==> config.mk <==
export PLATFORM = sky130hd
export DESIGN_NAME = fc_weight_stream_ctrl
export DESIGN_NICKNAME = d
export VERILOG_FILES = /design/src/rtl/fc_weight_stream_ctrl.sv
export SDC_FILE = /design/constraint.sdc
export NUM_CORES = 1
export LEC_CHECK = 0
export BUFFER_PORTS_ARGS = -buffer_cell sky130_fd_sc_hd__buf_2
export CAP_MARGIN = 15
export CORE_ASPECT_RATIO = 1.5
export CORE_UTILIZATION = 40
export DETAILED_ROUTE_END_ITERATION = 8
export GPL_ROUTABILITY_DRIVEN = 1
export PLACE_DENSITY = 0.55
export SYNTH_ARGS = -nofsm -noshare
export SYNTH_HDL_FRONTEND = slang
export SYNTH_SLANG_ARGS = --single-unit
==> constraint.sdc <==
create_clock -name clk -period 3.84 [get_ports clk]
set_input_delay 0.192 -clock clk [delete_from_list [all_inputs] [get_ports clk]]
set_output_delay 0.192 -clock clk [all_outputs]
set_load 0.05 [all_outputs]
==> src/rtl/fc_weight_stream_ctrl.sv <==
// Start/done sequencer that streams a ROM-resident weight tensor a programmable number of passes
// through a small output FIFO, throttling ROM reads so stalled beats are never lost or duplicated.
module fc_weight_stream_ctrl #(
    parameter int DATA_WIDTH  = 16,
    parameter int PARALLELISM = 1,
    parameter int OUT_DEPTH   = 32,
    parameter int ADDR_WIDTH  = $clog2(OUT_DEPTH + 1),
    parameter int ROM_LATENCY = 2,
    parameter int FIFO_DEPTH  = 4
) (
    input  logic                              clk,
    input  logic                              rst,
    input  logic                              start,
    input  logic [15:0]                       repeat_count,
    output logic                              busy,
    output logic                              done,
    output logic [ADDR_WIDTH-1:0]             rom_address,
    output logic                              rom_ce,
    input  logic [DATA_WIDTH*PARALLELISM-1:0] rom_q,
    output logic [DATA_WIDTH-1:0]             data_out [PARALLELISM],
    output logic                              data_out_valid,
    input  logic                              data_out_ready
);

    localparam int WORD_W = DATA_WIDTH * PARALLELISM;
    localparam int PTR_W  = (FIFO_DEPTH > 1) ? $clog2(FIFO_DEPTH) : 1;
    localparam int CNT_W  = $clog2(FIFO_DEPTH + 1);
    localparam logic [CNT_W:0]      DEPTH_C   = (CNT_W + 1)'(FIFO_DEPTH);
    localparam logic [ADDR_WIDTH-1:0] LAST_ADDR = ADDR_WIDTH'(OUT_DEPTH - 1);

    typedef enum logic [1:0] {
        S_IDLE,
        S_ISSUE,
        S_DRAIN
    } state_t;

    state_t                  r_state;
    state_t                  w_state_next;
    logic [ADDR_WIDTH-1:0]   r_addr;
    logic [15:0]             r_pass;
    logic [15:0]             r_repeat;
    logic [ROM_LATENCY-1:0]  r_tag;
    logic [CNT_W-1:0]        r_inflight;
    logic [CNT_W-1:0]        r_count;
    logic [PTR_W-1:0]        r_wr_ptr;
    logic [PTR_W-1:0]        r_rd_ptr;
    logic [WORD_W-1:0]       r_mem [FIFO_DEPTH];

    logic                    w_issue;
    logic                    w_start_accept;
    logic                    w_push;
    logic                    w_pop;
    logic                    w_addr_wrap;
    logic                    w_last_pass;
    logic [CNT_W:0]          w_outstanding;

    function automatic logic [PTR_W-1:0] ptr_inc(input logic [PTR_W-1:0] p);
        return (p == PTR_W'(FIFO_DEPTH - 1)) ? '0 : p + PTR_W'(1);
    endfunction

    // Throttle uses only registered counts, so outstanding reads never exceed the FIFO room.
    assign w_outstanding = {1'b0, r_inflight} + {1'b0, r_count};
    assign w_addr_wrap   = (r_addr == LAST_ADDR);
    assign w_last_pass   = (r_pass == r_repeat - 16'd1);
    assign w_push        = r_tag[ROM_LATENCY-1];
    assign w_pop         = data_out_valid && data_out_ready;
    assign data_out_valid = (r_count != '0);
    assign rom_address   = r_addr;

    always_ff @(posedge clk) begin
        if (rst) begin
            r_state <= S_IDLE;
        end else begin
            r_state <= w_state_next;
        end
    end

    always_comb begin
        w_state_next   = r_state;
        w_issue        = 1'b0;
        w_start_accept = 1'b0;
        busy           = 1'b0;
        done           = 1'b0;
        rom_ce         = 1'b0;
        case (r_state)
            S_IDLE: begin
                if (start) begin
                    w_start_accept = 1'b1;
                    w_state_next   = S_ISSUE;
                end
            end
            S_ISSUE: begin
                rom_ce = 1'b1;
                busy   = 1'b1;
                if (w_outstanding < DEPTH_C) begin
                    w_issue = 1'b1;
                    if (w_addr_wrap && w_last_pass) begin
                        w_state_next = S_DRAIN;
                    end
                end
            end
            S_DRAIN: begin
                rom_ce = 1'b1;
                // Completion coincides with busy falling, one cycle after the last handshake.
                if (r_inflight == '0 && r_count == '0) begin
                    done         = 1'b1;
                    w_state_next = S_IDLE;
                end else begin
                    busy = 1'b1;
                end
            end
            default: w_state_next = S_IDLE;
        endcase
    end

    always_ff @(posedge clk) begin
        if (rst) begin
            r_addr   <= '0;
            r_pass   <= '0;
            r_repeat <= '0;
        end else if (w_start_accept) begin
            r_addr   <= '0;
            r_pass   <= '0;
            r_repeat <= (repeat_count == 16'd0) ? 16'd1 : repeat_count;
        end else if (w_issue) begin
            if (w_addr_wrap) begin
                r_addr <= '0;
                r_pass <= r_pass + 16'd1;
            end else begin
                r_addr <= r_addr + ADDR_WIDTH'(1);
            end
        end
    end

    // Each tag bit marks a ROM read whose q0 arrives ROM_LATENCY cycles after issue.
    always_ff @(posedge clk) begin
        if (rst) begin
            r_tag      <= '0;
            r_inflight <= '0;
        end else begin
            r_tag      <= (r_tag << 1) | ROM_LATENCY'(w_issue);
            r_inflight <= r_inflight + CNT_W'(w_issue) - CNT_W'(w_push);
        end
    end

    always_ff @(posedge clk) begin
        if (rst) begin
            r_wr_ptr <= '0;
            r_rd_ptr <= '0;
            r_count  <= '0;
            for (int i = 0; i < FIFO_DEPTH; i++) begin
                r_mem[i] <= '0;
            end
        end else begin
            if (w_push) begin
                r_mem[r_wr_ptr] <= rom_q;
                r_wr_ptr        <= ptr_inc(r_wr_ptr);
            end
            if (w_pop) begin
                r_rd_ptr <= ptr_inc(r_rd_ptr);
            end
            r_count <= r_count + CNT_W'(w_push) - CNT_W'(w_pop);
        end
    end

    genvar gi;
    generate
        for (gi = 0; gi < PARALLELISM; gi++) begin : g_lane
            assign data_out[gi] = r_mem[r_rd_ptr][DATA_WIDTH*gi +: DATA_WIDTH];
        end
    endgenerate

endmodule

## After elaboration in Yosys (flattened, before gate mapping)

Memory sizes are Yosys's and may differ from the RTL's. A register that Yosys moved wholly into a read port is not among the register bits.
Index checks and enable logic that the tools add are counted.

| storage, ports and cells | value |
|---|---|
| register bits after elaboration | 52 |
| RAM bits | 64 |
| input port bits | 36 |
| word-level logic and storage cells | 73 |
| memories kept | 1 |

Memories:

| name | depth | width | read ports | clocked after Yosys merged registers in | wr ports | line | text |
|---|---|---|---|---|---|---|---|
| r_mem | 4 | 16 | 1 | 1 | 4 | 47 | `logic [WORD_W-1:0] r_mem [FIFO_DEPTH];` |

| operators by class | value |
|---|---|
| add/sub/neg operators | 10 |
| magnitude comparators | 1 |
| eq/ne operators | 10 |
| mux-type cells | 28 |
| bitwise gates (word level) | 1 |
| reduce and logical (&&, ||, !) cells | 13 |

Operator list:

| kind | number |
|---|---|
| $mux W16 | 2 |
| $mux W2 | 9 |
| $add A16 B1 Y16 const B | 1 |
| $eq A16 B16 Y1 | 1 |
| $logic_not A16 Y1 | 1 |
| $reduce_or A16 Y1 | 1 |
| $sub A16 B1 Y16 const B | 1 |
| $mux W1 | 14 |
| $ne A2 B2 Y1 const B | 4 |
| $add A3 B1 Y3 | 2 |
| $add A6 B1 Y6 const B | 1 |
| $eq A2 B2 Y1 const B | 3 |
| $eq A6 B5 Y1 const B | 1 |
| $logic_not A3 Y1 | 2 |
| $mux W6 | 1 |
| $pmux W2 S3 | 1 |
| $sub A3 B1 Y3 | 2 |
| $add A2 B1 Y2 const B | 2 |
| $add A3 B3 Y4 | 1 |
| $lt A4 B3 Y1 const B | 1 |
| $reduce_and A4 Y1 | 1 |
| $reduce_or A2 Y1 | 2 |
| $logic_and A1 B1 Y1 | 3 |
| $reduce_bool A3 Y1 | 1 |
| other kinds (5) | 5 |

## Longest topological paths before layout

| depth | value |
|---|---|
| depth in word-level cells | 6 |
| gate-level depth with buffers | 13 |
| depth with buffers taken out | 13 |

## Worst setup path after synthesis

No wires, ideal clock.

| timing | value |
|---|---|
| path kind | register to register |
| from | register r_inflight[2] |
| to | register r_inflight[2] |
| library setup time | 128 ps |
| arrival | 2705 ps |
| path slack | 1007 ps |
| stages on the path, launching flop included | 13 |
| buffers on the path | 0 |
| period minus slack after synthesis | 2833 ps |
| cell sequence | dfxtp_1 ha_1 or3_1 nor3_2 inv_1 ha_1 inv_1 ha_1 inv_1 fa_1 xor2_1 xnor2_1 nor2_1 |

| between the ends | value |
|---|---|
| word-level cells in the longest chain between the ends | 6 |

Ends and longest elaborated chain:

| item | line | text |
|---|---|---|
| start: declaration | 43 | `logic [CNT_W-1:0] r_inflight;` |
| start signal: assignment | 142 | `r_inflight <= r_inflight + CNT_W'(w_issue) - CNT_W'(w_push);` |
| $add A3 B3 Y4 | 62 | `assign w_outstanding = {1'b0, r_inflight} + {1'b0, r_count};` |
| $lt A4 B3 Y1 | 95 | `if (w_outstanding < DEPTH_C) begin` |
| $mux W1 | 95 |  |
| $mux W1 | 85 | `case (r_state)` |
| $add A3 B1 Y3 * | 142 |  |
| $sub A3 B1 Y3 * | 142 |  |

Every way passes the cells marked *; elsewhere a longest branch is shown, timed or not.
A chain may end at the register's enable or synchronous reset.

## Worst setup path after layout

Same ends and word-level chain as after synthesis.

==> out/qor.yml <==
power:
  netSwitchingFraction: 0.312
  internal_power_mw: 2.82
  net-switching-power_mw: 1.28
  design_power_total_mw: 4.10
  pwr-share-comb: 0.236
  power_frac_seq: 0.372
  clock_power_share: 0.392
  cellPowerDensity_mw_per_mm2: 615
  leakage_power_of_the_design_nw: 2.68
  power.ir.vdd_worst_mv: 0.284
route:
  routed_via_density: 5.18
  dr_total_vias: 3721
  routed_wirelength_um: 11900
  dr.pass1.iters: 7
  antenna_left: 0
  routed_wire_length_per_instance_um: 16.6
  drtIter0Drc: 148
  drt_drc_violations_left: 5
synth:
  synth.mux.area_fraction: 0.0720
  synthFlopType: "edfxtp_1"
  synth-simple-area-share: 0.202
  syn-mean-instance-area_um2: 11.8
  yosysWarningCount: 0
  netlist_area_mm2: 0.00556
  synth_cell_types: 47
  synth_xor_area_frac: 0.0693
  ys_seq_elements: 118
  synth.yosys.seq_area_share: 0.540
  synth.net_count: 523
  synth_compound_gate_area_share: 0.0556
  netlist_instances: 470
  synth_top_family_by_area: "simple AND/OR/NAND/NOR gates"
  yosys.area_share.adder: 0.0410
  synthArstFlopShare: 0
  synth_enable_flop_cells: 64
clock_network:
  cts-buffers-inserted: 17
  cts-root-buf: "clkbuf_16"
  worst_skew_pair.late_latency_ns: 0.40
  clock-sinks: 118
  cts.repair_timing.setup_buffer_count: 0
  clock_path_buffers: 2
  tritoncts: "done"
  cts.htree.levels: 4
  path_clk_slew_ns: 0.06
  hold_buffers: 0
  cts-resized-gates: 0
timing:
  fmax_mhz: 358
  relSlewSlack: 0.425
  finalClockSkew_ns: 0.00649
  unrepaired_setup_endpoints_after_global_routing: "false"
  setup-tns-final_ns: 0
  hold_slack_ns: 0.0112
  setup_viol_count_final: 0
  timing_max_transition_violations_final: 0
  finalWorstSetupSlack_ns: 1.05
  final.period_utilization: 0.728
  finalWorstPathRequiredPeriod_ns: 2.79
  timing_hold_violations_final: 0
  timing_worst_slew_pin_value_ns: 0.861
grt:
  grt_first_pass_wirelength_um: 19200
  grt_max_degree: 27
  grtUsageTotal: 0.178
  initial_antenna_violation_count: 0
  vias_in_the_first_global_route: 3777
  grt_overflow: 0
critical_path:
  timing.critical_path.slowest_cell_delay_ns: 0.43
  critical_path_arrival_ns: 3.07
  critical_path.n_buffers_inverters: 4
  timing.critical_path.required_ns: 4.12
  crit_type: "flip-flop to flip-flop"
  cpLargestDelayFamily: "adder cells"
  worst_setup_path_start_kind: "flip-flop"
  crit_path_top_delay_cell: "dfxtp_1"
  critical_path.max_fanout: 10
  critPathCaptureType: "flip-flop"
  path_cells: "ha_1 -> or3_1 -> nor3_2 -> buf_4 -> inv_1 -> ha_1 -> inv_1 -> ha_1 -> inv_1 -> fa_1 -> xor2_1 -> xnor2_1 -> nor2_1"
run_status:
  run_status: "finished with violations"
  violations_in_the_final_reports: "design-rule violations"
placed_design:
  place_congestion: 0.827
  place.detailed.instances: 686
  place_hpwl_um: 8330
  pre_cts_slack_ns: 1.03
  number_of_i_o_port_buffers: 61
die:
  die_w_um: 98.3
  placementRows: 52
  core_area_mm2: 0.0135
  vertical_extent_of_the_die_um: 146
  top_level_ports: 62
  dieArea_mm2: 0.0144
  start_util: 0.411
final_layout:
  finish.net_count: 596
  n_antenna_cell: 0
  area_growth_syn_to_layout_pct: 20.0
  layoutNonFillerInstCount: 718
  layout-drive-gt1-share: 0.236
  fillerInstances: 1239
run:
  max_cap_violations: 0
hold_path:
  hold_class: "input port to flip-flop"
-- metrics by stage --
stage | area [um^2] | utilization
2_1_floorplan | 5560 | -
3_3_place_gp | 6070 | 0.448
3_5_place_dp | 6070 | 0.448
4_1_cts | 6670 | 0.493
5_1_grt | 6670 | 0.493
6_report | 6670 | 0.493
-- routing by layer --
layer,vias to the layer above,wire length (um),GRT usage
met4,0,237,0.0672
met3,18,408,0.0436
li1,1823,-,-
met2,76,6920,0.352
met1,1804,4330,0.173
met5,-,0,0
-- placed cells by master (no fill, tap or decap), types with 3 or more instances in the layout --
| cell type | n |
|---|---|
| ha_1 | 15 |
| xor2_1 | 25 |
| nand2_1 | 25 |
| a21oi_1 | 8 |
| mux2i_1 | 4 |
| nand3_1 | 12 |
| nor2_1 | 42 |
| nor3_1 | 8 |
| clkinv_2 | 3 |
| a31o_2 | 3 |
| a22o_1 | 12 |
| nand2b_1 | 9 |
| buf_4 | 7 |
| bufinv_16 | 3 |
| nor2b_1 | 6 |
| and3_1 | 6 |
| o21ai_0 | 3 |
| or2_2 | 4 |
| inv_1 | 16 |
| nand4_1 | 3 |
| mux4_2 | 16 |
| edfxtp_1 | 64 |
| xnor2_1 | 19 |
| dfxtp_1 | 54 |
| nor4_1 | 7 |
| and2_1 | 65 |
| buf_2 | 61 |
| clkbuf_16 | 17 |
| inv_6 | 5 |
-- final timing paths --
check | startpoint | slack (ns) | endpoint | depth (start not counted)
setup / recovery | r_inflight[2]$_SDFF_PP0_ | 1.05 | r_inflight[2]$_SDFF_PP0_ | 13
hold / removal | repeat_count[7] | 0.01 | r_repeat[7]$_SDFFE_PP0P_ | 3
setup reg to reg | r_inflight[2]$_SDFF_PP0_ | 1.05 | r_inflight[2]$_SDFF_PP0_ | 13
hold reg to reg | r_tag[0]$_SDFF_PP0_ | 0.45 | r_tag[1]$_SDFF_PP0_ | 1
-- worst min-delay path: stages --
cell	delay [ns]
buf_2	0.09
nand2_1	0.04
o21ai_0	0.06
-- state kept, by name (all words and copies together), names as in the netlist, named ones only --
name and count:
r_mem 64, r_pass 16, r_repeat 16, rom_address 6
r_count 3, r_inflight 3, r_rd_ptr 2, r_state 2
r_tag 2, r_wr_ptr 2
-- logic make-up (layout without fill, tap and decap cells) --
kind of cell / after synthesis / in the layout
mux: 20 / 20
flops: 118 / 118
simple gates: 202 / 202
fa+ha+maj: 17 / 17
compound gates: 39 / 39
xor+xnor: 44 / 44
buf+inv: 30 / 116
-- cells in the mapped netlist, types with 2 or more instances --
cell / number / area (um^2)
a21oi_1: 8 / 40.0
a22o_1: 12 / 105
a311oi_1: 2 / 17.5
a31o_2: 3 / 26.3
a31oi_1: 2 / 12.5
a41oi_1: 2 / 17.5
and2_1: 65 / 407
and3_1: 6 / 37.5
clkbuf_1: 13 / 48.8
dfxtp_1: 54 / 1080
edfxtp_1: 64 / 1920
fa_1: 2 / 40.0
ha_1: 15 / 188
inv_1: 16 / 60.1
mux2i_1: 4 / 40.0
mux4_2: 16 / 360
nand2_1: 25 / 93.8
nand2b_1: 9 / 56.3
nand3_1: 12 / 60.1
nand3b_1: 2 / 15.0
nand4_1: 3 / 18.8
nor2_1: 42 / 158
nor2b_1: 6 / 37.5
nor3_1: 8 / 40.0
nor3_2: 2 / 20.0
nor3b_1: 2 / 15.0
nor4_1: 7 / 43.8
o21ai_0: 3 / 15.0
o22ai_1: 2 / 12.5
or2_2: 4 / 25.0
xnor2_1: 19 / 166
xor2_1: 25 / 219
-- layout make-up --
cell class | instances | area (um^2) | share of cell area
multi-input cells | 322 | 2440 | 0.366
flip-flops and latches | 118 | 3000 | 0.450
well taps | 162 | 203 | 0.0304
repair buffers | 68 | 358 | 0.0537
inverters | 16 | 60.1 | 0.00901
clock buffers | 17 | 425 | 0.0638
clock inverters | 15 | 176 | 0.0265
-- power groups by stage --
stage                     combinational (mW)  sequential (mW)  clock (mW)
after floorplan                        0.772             1.53           0
after global placement                 0.975             1.55           0
after global routing                    1.06             1.54        1.69
after CTS                              0.988             1.53        1.64
final                                  0.969             1.52        1.61
after detailed placement               0.982             1.55           0
(Power assumes the default switching activity.)
